==> src/rtl/pdp8_pkg.sv <==
// Shared types for the PDP-8 execution checker: decoded memory opcode,
// checker error codes and FSM states.
package pdp8_pkg;

    localparam int unsigned PDP_ADDR_WIDTH = 12;

    typedef struct packed {
        logic                      AND;
        logic                      TAD;
        logic                      ISZ;
        logic                      DCA;
        logic                      JMS;
        logic                      JMP;
        logic [PDP_ADDR_WIDTH-1:0] mem_inst_addr;
    } pdp_mem_opcode_s;

    typedef enum logic [2:0] {
        ERR_NONE     = 3'd0,
        ERR_ADDR     = 3'd1,
        ERR_TIMEOUT  = 3'd2,
        ERR_SPURIOUS = 3'd3,
        ERR_OVERLAP  = 3'd4,
        ERR_DATA     = 3'd5
    } chk_err_e;

    typedef enum logic [1:0] {
        IDLE    = 2'd0,
        WAIT_RD = 2'd1,
        WAIT_WR = 2'd2,
        WAIT_PC = 2'd3
    } chk_state_e;

    function automatic logic op_any(input pdp_mem_opcode_s op);
        return op.AND | op.TAD | op.ISZ | op.DCA | op.JMS | op.JMP;
    endfunction

    function automatic chk_state_e first_state(input pdp_mem_opcode_s op);
        if (op.AND || op.TAD || op.ISZ) return WAIT_RD;
        if (op.DCA || op.JMS)           return WAIT_WR;
        if (op.JMP)                     return WAIT_PC;
        return IDLE;
    endfunction

endpackage

==> src/rtl/pdp8_sat_counter.sv <==
// Saturating up-counter: sticks at all-ones instead of wrapping.
module pdp8_sat_counter
    import pdp8_pkg::*;
#(
    parameter int unsigned WIDTH = 16
) (
    input  logic             clk,
    input  logic             reset_n,
    input  logic             inc,
    output logic [WIDTH-1:0] count
);

    always_ff @(posedge clk or negedge reset_n) begin
        if (!reset_n) begin
            count <= '0;
        end else if (inc && (count != '1)) begin
            count <= count + WIDTH'(1);
        end
    end

endmodule

==> config.mk <==
export PLATFORM = sky130hd
export DESIGN_NAME = pdp8_sat_counter
export DESIGN_NICKNAME = d
export VERILOG_FILES = /design/src/rtl/pdp8_pkg.sv /design/src/rtl/pdp8_sat_counter.sv
export SDC_FILE = /design/constraint.sdc
export NUM_CORES = 1
export LEC_CHECK = 0
export CORE_ASPECT_RATIO = 0.75
export CORE_MARGIN = 4
export CORE_UTILIZATION = 35
export DETAILED_ROUTE_END_ITERATION = 12
export DONT_BUFFER_PORTS = 1
export PLACE_DENSITY_LB_ADDON = 0.05
export SETUP_SLACK_MARGIN = 0.2
export SLEW_MARGIN = 20
export SYNTH_ARGS = -nofsm -noshare
export SYNTH_HDL_FRONTEND = slang
export SYNTH_SLANG_ARGS = --single-unit
==> constraint.sdc <==
create_clock -name clk -period 4.5 [get_ports clk]
set_clock_uncertainty 0.1 [all_clocks]
set_input_delay 0.45 -clock clk [delete_from_list [all_inputs] [get_ports clk]]
set_output_delay 0.45 -clock clk [all_outputs]
set_load 0.01 [all_outputs]
**Word-level counts from Yosys, hierarchy flattened**

Cells that the tools add are included.

- Eq/ne operators: 1
- Reductions and logical operators: 1
- $add $sub $neg: 1

Operators with widths:

| kind | count |
|---|---|
| adder 16 x 1 -> 16 bit (second input constant) | 1 |
| inequality test 16 bit (second input constant) | 1 |
| logical AND 1 bit | 1 |

- Input bits: 3
- Register bits after elaboration: 16

**Longest topological paths before layout**

Gate-level depths: netlist (run 1).

- Depth in word-level cells: 2
- Depth in mapped cells: 5
- Depth with buffers taken out: 5

**Worst setup path after synthesis (run 1)**

OpenSTA, ideal clock, no wires.

- Kind: register -> register
- From: reg count[13]
- To: reg count[1]
- Path slack: 2.877 ns
- Stages on the path, launching flop included: 5
- Arrival time: 1.395 ns
- Required time: 4.272 ns
- Setup time: 0.128 ns
- Buffers on the path: 0
- Cell sequence: dfrtp_1 -> and4_1 -> nand3_4 -> o31ai_4 -> mux2_1

- Longest elaborated chain between the ends: 2

RTL lines:

| element | line | text |
|---|---|---|
| from (decl) | pdp8_sat_counter.sv:10 | `output logic [WIDTH-1:0] count` |
| from (signal assigned) | pdp8_sat_counter.sv:17 | `count <= count + WIDTH'(1);` |
| inequality test 16 bit | pdp8_sat_counter.sv:16 | `end else if (inc && (count != '1)) begin` |
| logical AND 1 bit | pdp8_sat_counter.sv:16 |  |

No other way between the ends.
A chain may end at the register's enable or synchronous reset.

**Worst setup path after layout (run 1)**

- From: reg count[12]
- To: reg count[1]

The elaborated chain is that of the path after synthesis.

==> out/results.ini, run 1 <==
[placement]
dp.cells = 106
hpwl_um = 1373
dp_slack_ps = 2693
portBuffers = 0
gp_congestion = 0.7434
dpl_cell_area_um2 = 902.1

[critical_path]
start_kind = flip-flop
rr_endpoint = count[1]$_DFFE_PN0P_
cp-end-kind = flip-flop
cp.arrival_ps = 1920
path_delay_family = flip-flops
path_max_fanout = 7
critPathKind = reg2reg
critical_path.max_stage_delay_ps = 540
cp_slowest_cell = dfrtp_1
crit_chain = and4_1 > nand3_4 > o31ai_4 > mux2_1
ff2ff_path_depth = 4
rrSetupSlack_ps = 2660
worst-path-buf-inv = 0
timing.rr.start = count[12]$_DFFE_PN0P_
cp.required_ps = 4580

[yosys]
synthAdderAreaFrac_pct = 1.456
synth_edf_count = 0
synth_top_area_share_pct = 46.58
netlist_instances = 72
seq_area_frac_synth_pct = 46.58
synth_seq_cells = 16
synth_area_leaders = dfrtp_1 47%, nand4_1 5.8%, xnor2_1 5.1%
synth-xor-area-share_pct = 7.132
yosysWarnings = 0
syn_area_per_cell_um2 = 11.94
synth_flop_cell = dfrtp_1
synthesis.area_um2 = 859.6
synth_compound_area_share_pct = 13.25
synth_top_family_by_area = simple AND/OR/NAND/NOR gates
yosys.area_share.simple_pct = 30.28
synth_fp_nets = 76
yosys.area.top_type = dfrtp_1
async_flop_share_pct = 100.0
muxShareOfSynthArea_pct = 1.310
synthDistinctLibCells = 27

[hold_path]
worstHoldStart = inc
hold_class = in2reg
hold_depth = 2
min_delay_worst_endpoint = count[0]$_DFFE_PN0P_

[die]
die_x_um = 65.23
start_util_pct = 36.94
die_h_um = 50.92
io_pins = 19
coreArea_um2 = 2327
dieArea_um2 = 3321
rows = 15

[clock_tree]
tritoncts = done
htreeDepth = 1
clock_latency_ps = 300
cts_max_path_buffers = 2
path_clk_slew_ps = 110
post_cts_resized = 0
cts_buffers = 3
cts_root_buffer = clkbuf_4
clock-sinks = 16

[layout]
drive_gt1_share_pct = 18.18
area_delta_synth_final_pct = 10.33
multi_input_area_um2 = 459.2
fill_cells = 240
diodes = 0
largestRegisters = count (16)
largest_register_ffs = 16
instances_no_fill = 111
fin_nets = 82
finalCoreUtilization_pct = 40.75
fin_area_um2 = 948.4
largest-register = count
seq_area_um2 = 400.4

[drt]
drc = 0
wl_um = 1865
wl_per_cell_um = 16.80
drt_iter0_markers = 20
routed_via_density = 5.486
firstDrtPassIters = 3
antenna_left = 0
vias = 609

[run]
maxCapViolCount = 0

[global_routing]
grt_pass1_wl_um = 3187
grt_pass1_vias = 591
grt_max_degree = 17
antenna_found_initial = 0
gr-total-overflow = 0
grt_util_all_layers_pct = 12.94

[timing]
setup_viol = 0
setup_tns_ps = 0
fin_ws_ps = 2664
holdWs_ps = 194.3
max_freq_ghz = 0.5448
relSlewSlack_pct = 50.92
maxSlewViolCount = 0
finalCritPeriodShare_pct = 40.79
rsz0062_at_grt = false
period_needed_ps = 1836
tightest_slew_ps = 733.8
hold_viol_final = 0

[power]
p_per_area_nw_per_um2 = 422.0
total_power_uw = 400.3
ir_drop_uv = 298.1
leakage_nw = 0.3844

[status]
status = finished clean

-- metal layers --
| layer | track usage [%] | wire length, um |
|---|---|---|
| met5 | 0 | 0 |
| met4 | 4.138 | 17 |
| met3 | 6.374 | 115 |
| met2 | 17.14 | 761 |
| met1 | 18.01 | 971 |
-- cells by family (layout without fill, tap and decap cells) --
family                   count (synthesis)  count (layout)
adder cells (fa/ha/maj)                  1               1
multiplexers                             1               1
buffers and inverters                    0               5
AO/OA/AOI/OAI                           15              15
XOR/XNOR                                 7               7
AND/OR/NAND/NOR                         32              32
flip-flops                              16              16
-- synthesized netlist by cell type (all sizes together) (3+ instances only) --
| cell | n |
|---|---|
| and4 | 3 |
| nand3 | 6 |
| a21oi | 3 |
| dfrtp | 16 |
| o21a | 5 |
| nand4 | 10 |
| a31oi | 3 |
| nand2 | 4 |
| nor2 | 3 |
| xnor2 | 5 |
-- layout by cell type (no fill, tap or decap) --
| master | count |
|---|---|
| xnor2_1 | 5 |
| a31oi_1 | 3 |
| dlygate4sd3_1 | 1 |
| o21a_1 | 5 |
| clkbuf_8 | 1 |
| a32oi_1 | 1 |
| ha_1 | 1 |
| and4_2 | 1 |
| nand3_1 | 5 |
| nor2_1 | 2 |
| nand4_1 | 8 |
| and4_4 | 1 |
| nand4_4 | 1 |
| o31ai_4 | 1 |
| nor2_2 | 1 |
| clkbuf_4 | 3 |
| dfrtp_1 | 16 |
| nor4_4 | 2 |
| mux2_1 | 1 |
| nand3_4 | 1 |
| nor3_2 | 1 |
| and3_1 | 2 |
| and4b_1 | 1 |
| o211ai_1 | 1 |
| and4_1 | 1 |
| a21oi_1 | 3 |
| nand4_2 | 1 |
| o21ai_0 | 1 |
| nand2_1 | 4 |
| xor2_1 | 2 |
-- timing repair --
item,CTS,global route
setup endpoints to repair,0,0
endpoints found under the hold margin,16,0
buffers inserted,0,0
hold buffers,1,0
-- layout make-up --
type                            count  area share (%)
Timing Repair Buffer                1           1.055
Clock buffer                        4           3.826
Multi-Input combinational cell     56           48.42
Tap cell                           34           4.485
Sequential cell                    16           42.22
-- worst reg2reg max path, stage by stage (launching register included) --
cell     delay, ps
dfrtp_1        540
and4_1         350
nand3_4        140
o31ai_4        240
mux2_1         340
-- how the worst max path moves through the flow --
stage          depth (start not counted)                     to  slack [ps]                   from
2_1_floorplan                          4   count[1]$_DFFE_PN0P_        2880  count[13]$_DFFE_PN0P_
3_3_place_gp                           4   count[1]$_DFFE_PN0P_        2710  count[13]$_DFFE_PN0P_
3_5_place_dp                           4   count[1]$_DFFE_PN0P_        2690  count[12]$_DFFE_PN0P_
4_1_cts                                4   count[1]$_DFFE_PN0P_        2660  count[12]$_DFFE_PN0P_
5_1_grt                                5  count[14]$_DFFE_PN0P_        2530   count[1]$_DFFE_PN0P_
6_report                               4   count[1]$_DFFE_PN0P_        2660  count[12]$_DFFE_PN0P_
-- power by group --
group,switching [mW],internal [mW]
combinational,0.0365,0.0309
clock,0.0498,0.0493
sequential,0.0626,0.171
total,0.149,0.251
Power figures use the tool's default switching activity.
==> run 2, diff against run 1 <==
clock period = 1.7 ns   (was 4.5 ns; I/O delays follow)
==> out/results.ini, run 2 (synthesized netlist as in run 1, its figures left out) <==
[global_routing]
antenna_found_initial = 0  ; unchanged
grt_max_degree = 17  ; unchanged
grt_util_all_layers_pct = 13.23  ; +0.28 points
gr-total-overflow = 0  ; unchanged
grt_pass1_wl_um = 3381  ; +6.1%
grt_pass1_vias = 671  ; +14%

[power]
p_per_area_nw_per_um2 = 1097  ; +160%
leakage_nw = 0.5111  ; +33%
ir_drop_uv = 737.3  ; +150%

[die]
coreArea_um2 = 2327  ; unchanged
die_x_um = 65.23  ; unchanged
start_util_pct = 36.94  ; unchanged
dieArea_um2 = 3321  ; unchanged
io_pins = 19  ; unchanged
die_h_um = 50.92  ; unchanged
rows = 15  ; unchanged

[critical_path]
cp.required_ps = 1770  ; -2810 ps
cp.arrival_ps = 1640  ; -280 ps
critPathKind = reg2reg
rr_endpoint = count[1]$_DFFE_PN0P_
timing.rr.start = count[9]$_DFFE_PN0P_
cp-end-kind = flip-flop
rrSetupSlack_ps = 130  ; -2540 ps
start_kind = flip-flop
path_max_fanout = 7  ; unchanged
ff2ff_path_depth = 4  ; unchanged

[placement]
dp.cells = 120  ; +13%
gp_congestion = 0.7359  ; -1.0%
portBuffers = 0  ; unchanged
hpwl_um = 1532  ; +12%

[layout]
fin_nets = 103  ; +26%
fill_cells = 216  ; -10%
layout_common_cells = 19 x buf_4, 9 x dfrtp_2, 8 x nand4_1
diodes = 0  ; unchanged
drive_gt1_share_pct = 53.06  ; +35 points
instances_no_fill = 132  ; +19%
area_delta_synth_final_pct = 37.99
final_common_cell = buf_4
largestRegisters = count (16)
largest-register = count
largest_register_ffs = 16  ; unchanged

[drt]
drc = 0  ; unchanged
firstDrtPassIters = 4  ; +1
wl_per_cell_um = 15.42  ; -8.2%
drt_iter0_markers = 34  ; +70%
wl_um = 2035  ; +9.1%
routed_via_density = 5.311  ; -3.2%
vias = 701  ; +15%
antenna_left = 0  ; unchanged

[clock_tree]
cts_root_buffer = clkbuf_4
cts_max_path_buffers = 2  ; unchanged
cts_buffers = 3  ; unchanged
htreeDepth = 1  ; unchanged
path_clk_slew_ps = 100  ; about the same
clock_latency_ps = 280  ; -20 ps
tritoncts = done
clock-sinks = 16  ; unchanged

[hold_path]
worstHoldStart = inc
hold_class = in2reg
hold_depth = 3  ; +1
min_delay_worst_endpoint = count[4]$_DFFE_PN0P_

[timing]
period_needed_ps = 1574  ; -261.1 ps
relSlewSlack_pct = 49.71  ; -1.2 points
finalCritPeriodShare_pct = 92.61  ; +52 points
max_freq_ghz = 0.6351  ; +17%
setup_viol = 0  ; unchanged
maxSlewViolCount = 0  ; unchanged
hold_viol_final = 0  ; unchanged
setup_tns_ps = 0  ; unchanged
tightest_slew_ps = 751.9  ; +18.09 ps
rsz0062_at_grt = true

[status]
status = finished clean

[run]
maxCapViolCount = 0  ; unchanged

==> run 2: cell count changes in the layout (fill, tap and decap cells not counted), sizes merged <==
cell         change
buf             +20
dlygate4sd3      +1
==> run 2: how the worst max path moves through the flow <==
stage                                startpoint              endpoint  slack, ps
after floorplan           count[15]$_DFFE_PN0P_  count[1]$_DFFE_PN0P_        170
after global placement     count[9]$_DFFE_PN0P_  count[1]$_DFFE_PN0P_        110
after detailed placement   count[9]$_DFFE_PN0P_  count[1]$_DFFE_PN0P_         90
after CTS                  count[9]$_DFFE_PN0P_  count[1]$_DFFE_PN0P_         80
after global routing       count[9]$_DFFE_PN0P_  count[1]$_DFFE_PN0P_         90
final                      count[9]$_DFFE_PN0P_  count[1]$_DFFE_PN0P_        130
==> run 2: routing by layer <==
layer / global-route usage, % / vias to the layer above / routed length (um)
met5: 0 / - / 0
met4: 3.103 / 0 / 13
met3: 5.714 / 2 / 135
met2: 17.48 / 14 / 870
met1: 19.43 / 345 / 1015
li1: - / 340 / -
==> run 2: final cells by class <==
cell class / count / area, um^2 / area share (%)
flip-flops and latches: 16 / 411.6 / 34.70
multi-input cells: 56 / 521.8 / 43.99
well taps: 34 / 42.54 / 3.586
repair buffers: 22 / 173.9 / 14.66
clock buffers: 4 / 36.28 / 3.059
==> run 2: worst max-delay path, cell delays in order (launching register included) <==
cell and delay (ps):
dfrtp_2 480, and4_4 270, nand3_4 80, o31ai_4 210, mux2_4 320
==> run 2: per-stage QoR <==
step / setup slack, ps / util (%) / instance area (um^2) / hold WS (ps) / power (mW)
floorplan: 169.8 / - / 885.9 / -225.6 / 0.7755
global placement: 110.3 / 44.41 / 1033 / -225.1 / 0.9668
detailed placement: 89.04 / 44.41 / 1033 / -225.1 / 0.9706
CTS: 75.32 / 47.96 / 1116 / 5.072 / 1.261
global route: 93.56 / 50.97 / 1186 / 46.43 / 1.392
finish: 125.6 / 50.97 / 1186 / 49.05 / 1.301
==> run 2: where the power goes <==
part	internal, mW	switching [mW]	leakage (nW)
registers	0.459	0.0764	0.199
logic	0.261	0.255	0.291
clock network	0.130	0.119	0.0210
==> run 2: timing repair <==
action | 4_1_cts | 5_1_grt
gates resized for setup | 2 | 9
pin swaps | 4 | 6
endpoints found under the setup margin | 4 | 14
endpoints found under the hold margin | 16 | 1
buffers inserted | 4 | 2
hold buffers | 1 | 1
